===== src/rtl/conv_5_mul_share_arb.sv =====
// rtl/conv_5_mul_share_arb.sv - round-robin shared signed 16x8 multiplier for conv_5 tap engines
// Grants one operand pair per cycle; results return tagged to the originating requester.
module conv_5_mul_share_arb #(
    parameter int N_REQ      = 4,
    parameter int NUM_STAGE  = 2,
    parameter int din0_WIDTH = 16,
    parameter int din1_WIDTH = 8,
    parameter int dout_WIDTH = 24
) (
    input  logic                          ap_clk,
    input  logic                          ap_rst,
    input  logic                          arb_en,
    input  logic [N_REQ-1:0]              req_valid,
    output logic [N_REQ-1:0]              req_ready,
    input  logic [N_REQ*din0_WIDTH-1:0]   req_din0,
    input  logic [N_REQ*din1_WIDTH-1:0]   req_din1,
    output logic [N_REQ-1:0]              rsp_vld,
    output logic [N_REQ*dout_WIDTH-1:0]   rsp_dout,
    output logic                          busy
);
    localparam int TW = (N_REQ > 1) ? $clog2(N_REQ) : 1;

    logic [TW-1:0]           rr_ptr_q, rr_ptr_d;
    logic [TW-1:0]           gnt_idx;
    logic                    found;
    logic                    xfer;
    int                      idx;
    logic [din0_WIDTH-1:0]   a_sel;
    logic [din1_WIDTH-1:0]   b_sel;

    logic                    fin_vld;
    logic [TW-1:0]           fin_tag;
    logic [dout_WIDTH-1:0]   fin_prod;

    logic [N_REQ-1:0]            rsp_vld_q, rsp_vld_d;
    logic [N_REQ*dout_WIDTH-1:0] rsp_dout_q, rsp_dout_d;

    function automatic logic [dout_WIDTH-1:0] mul(input logic signed [din0_WIDTH-1:0] a,
                                                  input logic signed [din1_WIDTH-1:0] b);
        logic signed [dout_WIDTH-1:0] ae;
        logic signed [dout_WIDTH-1:0] be;
        ae = dout_WIDTH'(a);
        be = dout_WIDTH'(b);
        return ae * be;
    endfunction

    // Search from rr_ptr with wrap; grant depends only on valids, never on operand data.
    always_comb begin
        found     = 1'b0;
        gnt_idx   = rr_ptr_q;
        idx       = 0;
        req_ready = '0;
        for (int k = 0; k < N_REQ; k++) begin
            idx = int'(rr_ptr_q) + k;
            if (idx >= N_REQ) idx = idx - N_REQ;
            if (!found && req_valid[idx]) begin
                found   = 1'b1;
                gnt_idx = TW'(idx);
            end
        end
        if (found && arb_en && !ap_rst) req_ready[gnt_idx] = 1'b1;
    end

    assign xfer  = |(req_valid & req_ready);
    assign a_sel = req_din0[int'(gnt_idx)*din0_WIDTH +: din0_WIDTH];
    assign b_sel = req_din1[int'(gnt_idx)*din1_WIDTH +: din1_WIDTH];

    always_comb begin
        rr_ptr_d = rr_ptr_q;
        if (xfer) rr_ptr_d = (int'(gnt_idx) == N_REQ - 1) ? '0 : gnt_idx + 1'b1;
    end

    always_ff @(posedge ap_clk) begin
        if (ap_rst) rr_ptr_q <= '0;
        else        rr_ptr_q <= rr_ptr_d;
    end

    if (NUM_STAGE == 1) begin : g_comb
        assign fin_vld  = xfer;
        assign fin_tag  = gnt_idx;
        assign fin_prod = mul(a_sel, b_sel);
        assign busy     = 1'b0;
    end else begin : g_pipe
        localparam int D = NUM_STAGE - 1;

        logic [D-1:0]          vld_q, vld_d;
        logic [TW-1:0]         tag_q [D];
        logic [TW-1:0]         tag_d [D];
        logic [din0_WIDTH-1:0] a_q, a_d;
        logic [din1_WIDTH-1:0] b_q, b_d;
        logic [dout_WIDTH-1:0] mult;

        always_comb begin
            vld_d[0] = xfer;
            tag_d[0] = gnt_idx;
            a_d      = a_sel;
            b_d      = b_sel;
            for (int k = 1; k < D; k++) begin
                vld_d[k] = vld_q[k-1];
                tag_d[k] = tag_q[k-1];
            end
        end

        // Only valid bits need reset; data/tag flops are qualified by them.
        always_ff @(posedge ap_clk) begin
            if (ap_rst) vld_q <= '0;
            else        vld_q <= vld_d;
            tag_q <= tag_d;
            a_q   <= a_d;
            b_q   <= b_d;
        end

        assign mult = mul(a_q, b_q);

        if (D == 1) begin : g_prod_direct
            assign fin_prod = mult;
        end else begin : g_prod_pipe
            logic [dout_WIDTH-1:0] prod_q [D-1];
            logic [dout_WIDTH-1:0] prod_d [D-1];

            always_comb begin
                prod_d[0] = mult;
                for (int k = 1; k < D - 1; k++) prod_d[k] = prod_q[k-1];
            end

            always_ff @(posedge ap_clk) prod_q <= prod_d;

            assign fin_prod = prod_q[D-2];
        end

        assign fin_vld = vld_q[D-1];
        assign fin_tag = tag_q[D-1];
        assign busy    = |vld_q;
    end

    always_comb begin
        rsp_vld_d  = '0;
        rsp_dout_d = rsp_dout_q;
        if (fin_vld) begin
            rsp_vld_d[fin_tag] = 1'b1;
            rsp_dout_d[int'(fin_tag)*dout_WIDTH +: dout_WIDTH] = fin_prod;
        end
    end

    always_ff @(posedge ap_clk) begin
        if (ap_rst) begin
            rsp_vld_q  <= '0;
            rsp_dout_q <= '0;
        end else begin
            rsp_vld_q  <= rsp_vld_d;
            rsp_dout_q <= rsp_dout_d;
        end
    end

    assign rsp_vld  = rsp_vld_q;
    assign rsp_dout = rsp_dout_q;

endmodule


===== config.mk =====
export PLATFORM = sky130hd
export DESIGN_NAME = conv_5_mul_share_arb
export DESIGN_NICKNAME = d
export VERILOG_FILES = /design/src/rtl/conv_5_mul_share_arb.sv
export SDC_FILE = /design/constraint.sdc
export NUM_CORES = 1
export LEC_CHECK = 0
export CAP_MARGIN = 40
export CELL_PAD_IN_SITES_DETAIL_PLACEMENT = 0
export CELL_PAD_IN_SITES_GLOBAL_PLACEMENT = 1
export CORE_MARGIN = 2
export CORE_UTILIZATION = 40
export CTS_CLUSTER_DIAMETER = 40
export DETAILED_ROUTE_END_ITERATION = 6
export GPL_TIMING_DRIVEN = 0
export PLACE_DENSITY_LB_ADDON = 0.1
export SKIP_CTS_REPAIR_TIMING = 1
export SLEW_MARGIN = 0
export SYNTH_ARGS = -nofsm -noshare
export SYNTH_HDL_FRONTEND = slang
export SYNTH_SLANG_ARGS = --single-unit
export TNS_END_PERCENT = 50

===== constraint.sdc =====
create_clock -name ap_clk -period 6.7 [get_ports ap_clk]
set_input_delay 1.675 -clock ap_clk [delete_from_list [all_inputs] [get_ports ap_clk]]
set_output_delay 1.675 -clock ap_clk [all_outputs]
set_load 0.05 [all_outputs]

# --- Yosys cells after proc, flatten, opt, wreduce, memory -nomap -nowiden ---
# Cells that the tools add are included.
totals:
  regBits: 129
  input_bits: 103
  output_inout_bits: 105
  elab_cells: 81
op_classes:
  n_addsub: 9
  mul: 2
  magnitude_cmp: 12
  n_eq_ne: 1
  shifts: 4
  n_mux: 31
  bitwise_logic: 2
  reduce_logical: 13
op_table:
  columns: ["op", "n"]
  rows:
  - ["less-than comparator 32 x 4 -> 1 bit (second input constant)", 4]
  - ["2-to-1 mux 32 bit", 4]
  - ["bitwise mux 96 bit", 1]
  - ["variable shift 24 x 33 -> 96 bit (first input constant)", 1]
  - ["indexed part select 24 x 33 -> 96 bit", 1]
  - ["indexed part select 64 x 7 -> 16 bit", 1]
  - ["negator 7 -> 33 bit", 1]
  - ["indexed part select 32 x 6 -> 8 bit", 1]
  - ["multiplier 16 x 8 -> 24 bit", 1]
  - ["2-to-1 mux 1 bit", 14]
  - ["subtractor 3 x 3 -> 4 bit (second input constant)", 3]
  - ["2-to-1 mux 2 bit", 5]
  - [">= comparator 3 bit (second input constant)", 3]
  - ["binary-select mux 1 bit (select 2 bit)", 4]
  - ["logical AND 1 bit", 7]
  - ["adder 2 x 2 -> 3 bit (second input constant)", 2]
  - ["less-than comparator 2 x 3 -> 1 bit (second input constant)", 2]
  - ["bitwise AND 4 bit", 1]
  - ["demux 1 bit (select 2 bit)", 2]
  - [">= comparator 2 x 1 -> 1 bit (second input constant)", 2]
  - ["logical NOT 1 bit", 4]
  - ["multiplier 2 x 2 -> 4 bit (second input constant)", 1]
  - ["2-to-1 mux 4 bit", 1]
  - ["OR reduction 4 bit", 1]
  - ["other kinds (7)", 7]

# --- Longest topological paths before layout ---
depth:
  ltp_word: 22
  depth_mapped: 20
  ltp_nobuf: 18

# --- Worst setup path after synthesis ---
# Ideal clock, no wire load.
synth_timing:
  kind: "input port to output port"
  start: "in req_valid[0]"
  end: "out req_ready[2]"
  t_arrival_ns: 3.434
  required_time_ns: 5.025
  setup_slack_ns: 1.591
  stages: 8
  path_cell_list: "inv_1 > nor2_1 > a21oi_1 > o211ai_2 > buf_4 > buf_4 > ha_1 > and2_1"
synth_via:
  elab_chain_cells: 18
synth_rtl:
  columns: ["element", "line_no", "rtl"]
  rows:
  - ["start, declared", "13", "input logic [N_REQ-1:0] req_valid,"]
  - ["binary-select mux 1 bit (select 2 bit)", "56", "if (!found && req_valid[idx]) begin"]
  - ["2-to-1 mux 1 bit (implied by the code) (2 in series)", "56", null]
  - ["2-to-1 mux 1 bit", "56", null]
  - ["logical NOT 1 bit", "56", null]
  - ["logical AND 1 bit", "56", null]
  - ["2-to-1 mux 1 bit", "56", null]
  - ["logical NOT 1 bit", "56", null]
  - ["logical AND 1 bit", "56", null]
  - ["2-to-1 mux 1 bit", "56", null]
  - ["logical NOT 1 bit", "56", null]
  - ["logical AND 1 bit", "56", null]
  - ["2-to-1 mux 2 bit", "56", null]
  - ["less-than comparator 2 x 3 -> 1 bit (implied by the code) / >= comparator 2 x 1 -> 1 bit (equally long branches)", "61", "if (found && arb_en && !ap_rst) req_ready[gnt_idx] = 1'b1;"]
  - ["logical AND 1 bit (implied by the code)", "61", null]
  - ["2-to-1 mux 1 bit (implied by the code)", "61", null]
  - ["demux 1 bit (select 2 bit)", "61", null]
  - ["2-to-1 mux 4 bit (*)", "61", null]
  - ["end, declared", "14", "output logic [N_REQ-1:0] req_ready,"]
# Every way passes the cells marked *; elsewhere a longest branch is shown, timed or not. The select of a mux whose other input is x is not followed.

# --- Worst setup path after layout ---
layout_timing:
  start: "reg g_pipe.b_q[3]"
  end: "reg rsp_dout_q[71] (netlist: rsp_dout[71])"
layout_via:
  elab_chain_cells: 3
layout_rtl:
  columns: ["element", "line_no", "rtl"]
  rows:
  - ["start, declared", "90", "logic [din1_WIDTH-1:0] b_q, b_d;"]
  - ["start signal, assigned", "110", "b_q <= b_d;"]
  - ["multiplier 16 x 8 -> 24 bit", "44", "return ae * be;"]
  - ["indexed part select 24 x 33 -> 96 bit", "141", "rsp_dout_d[int'(fin_tag)*dout_WIDTH +: dout_WIDTH] = fin_prod;"]
  - ["bitwise mux 96 bit", "141", null]
  - ["end signal, assigned", "151", "rsp_dout_q <= rsp_dout_d;"]
  - ["end, declared", "36", "logic [N_REQ*dout_WIDTH-1:0] rsp_dout_q, rsp_dout_d;"]
# No other way between the ends.
# A chain may end at the register's enable or synchronous reset.

==> results.md <==
* Status: finished clean
* Gpl congestion at between 0.9 and 1
* Worst setup path startpoint: g_pipe.b_q[3]
* Initial core utilization at between 40 and 50%
* Worst slack at placement at 0.0893 ns
* Detailed Place HPWL at 26.8 mm
* First-pass GRT wire length at 53.0 mm
* Post-synth EDFFs at 0
* Synth cell types at 76
* Total Nets Final at ~1600
* P&R area growth vs syn at 30.3%
* Finished Layout Cells at 1727
* Layout cells sized above 1 at 7.09%
* Clock-pin slew on the worst setup and hold paths at 0.07 ns
* Worst hold path type: reg -> reg
* Syn Inst Count at around 1200
* Drc violations at 0
* Global route overflow at 0
* Family with the most delay on the worst path: adder cells
* Via count at 9311
* Worst Path Max Fanout at 10
* Final worst setup slack at 0.452 ns
* Syn. warnings at 0
* DR iter-0 viols at between 600 and 700
* Slowest CP cell: fa_1
* Count of pins over their slew limit at 0
* H-tree levels at 4
* Total GRT Usage at between 20% and 30%
* DIE AREA at roughly 0.027 sq mm
* Most used DFF post-synth: dfxtp_1
* Core area at approximately 0.025 sq mm
* Critical Path Sink Type: flop
* # clock sinks at 129
* Fmax at 160 MHz
* 1st-pass router iterations at 5
* ANT nets after route at 0
* Chip width at 165 microns
* CTS tree: built
* Port Buffers at 206
* Dpl cells at approximately 1700
* Root Buffer: clkbuf_16
* Sequential fraction of the synthesis area at approximately a quarter
* Mapped cell area at 0.0104 sq mm
* Worst-Margin Slew at 0.949 ns
* Die Y at 165 microns
* Critical Path AT at 6.54 ns
* Worst relative slew slack at a little over a third
* RSZ-0062 raised after global routing: no
* Vias per Instance at approximately 5.4
* Seq cells post-synth at 129
* CP cell instances: clkbuf_1, nand2_1, fa_1, inv_1, fa_1, fa_1, inv_1, fa_1, inv_1, ha_1, o21ai_0, a211oi_1, a221oi_1, nor3_1, or3_1, nor2_1, o21ai_0
* CP Launch Type: flop
* # setup viols final at 0
* Number of global-route vias before repair at 9518
* Minimum clock period at 6.25 ns
* Final hold vios at 0
* I/O pins at approximately 210
* Floorplan row count at between 50 and 60
* Worst Skew at between 0.01 and 0.015 ns
* CTS Buf Count at 17
* Required time of the worst setup path at ~7 ns
* Critical Path Most Common Cell: fa_1
* Largest net degree at the start of global routing at 17
* Synth Net Count at 1413
* Most common cell after layout, fill and taps aside: clkdlybuf4s50_1
* Final Cycle Share at 93.2%
* Antenna Cells at 0
* Final core utilization at 53.4%
* Wirelength per Cell at around 19 microns
* Worst-Skew Late Latency at 0.43 ns
* Hold_sp: rsp_dout[37]
* Worst setup path class: reg -> reg
* Commonest cells after routing, fill and taps aside: clkdlybuf4s50_1 (202), inv_1 (158), dfxtp_1 (129), nand2_1 (108), fa_1 (103)
* Async SR Flop Fraction at 0%
* WP buf/inv at 4
* Syn Area/Cell at 9.03 sq um
* Max incr delay on CP at about 0.66 ns
* WL final at 33.6 mm
* Max Cap Viol at 0
* Worst r2r src: g_pipe.b_q[3]
* Clock Tree Buf Depth at 2
* Initial antenna violation count at 0
-- cells in the mapped netlist (4+ instances only) --
library cell,number,area (sq um)
a22o_1,9,78.8
o22ai_1,5,31.3
nor2b_1,5,31.3
inv_1,158,593
nor2_1,94,353
a21o_1,11,82.6
a21oi_1,51,255
fa_1,103,2060
nand2_1,108,405
and2_1,100,626
o21ai_0,36,180
clkbuf_1,36,135
mux2i_1,6,60.1
mux4_2,24,541
a211oi_2,4,50.1
nand2b_1,9,56.3
a22oi_1,28,210
nand3_1,13,65.1
o21ai_1,5,25.0
dfxtp_1,129,2580
xnor2_1,15,131
or3_1,9,56.3
ha_1,57,713
o211ai_1,9,67.6
xor2_1,4,35.0
a221oi_1,8,70.1
a31oi_1,4,25.0
buf_2,7,35.0
nor4_1,4,25.0
nor3_1,20,100
a211oi_1,4,30.0
-- final timing paths --
kind	slack (ns)	to	depth (start not counted)
max	0.45	rsp_dout[71]	17
min	0.45	rsp_dout[37]	2
max reg2reg	0.45	rsp_dout[71]	17
min reg2reg	0.45	rsp_dout[37]	2
-- layer usage --
layer	GRT usage (%)	share of wire, %	wire [microns]	vias to the layer above
met3	5.22	7.5	2540	39
met1	37.0	46	15500	4590
li1	-	-	-	4328
met4	5.77	1.4	476	0
met5	0	0	0	-
met2	40.4	45	15100	354
-- worst min-delay path, delay by kind of cell, from the launching register on --
kind	cells	cell delay, ns
AND/OR/NAND/NOR	2	0.09
flip-flops	1	0.31
-- metrics by stage --
stage	area, sq um	setup TNS (ns)	hold slack [ns]
finish	13500	0	0.446
detailed placement	12900	0	0.440
CTS	13500	0	0.448
floorplan	10400	0	0.527
global placement	12900	-0.336	0.436
global route	13500	0	0.461
-- sequential cells by signal, summed over array words and instances, names as in the netlist --
name and flops:
busy 1, fin_tag 2, g_pipe.a_q 16, g_pipe.b_q 8, rr_ptr_q 2, rsp_dout 96
rsp_vld 4
-- area by class of cell --
type / count / area (sq um)
Timing Repair Buffer: 215 / 2140
Fill cell: 2405 / 11800
Sequential cell: 129 / 2580
Clock inverter: 15 / 164
Tap cell: 330 / 413
Clock buffer: 17 / 425
Buffer: 49 / 213
Inverter: 159 / 597
Multi-Input combinational cell: 813 / 6990
-- cell families after synthesis --
family                     share of synthesized area (%)
adders and majority gates                           26.7
AOI/OAI and AO/OA                                   15.1
buffers and inverters                               7.76
xor gates and xnor gates                            1.92
and+or+nand+nor                                     17.8
DFF                                                 24.9
muxes                                               5.79
Power is left out: the tool's default activity adds up to more than one toggle a clock period on the data nets, which glitch-free logic cannot reach.
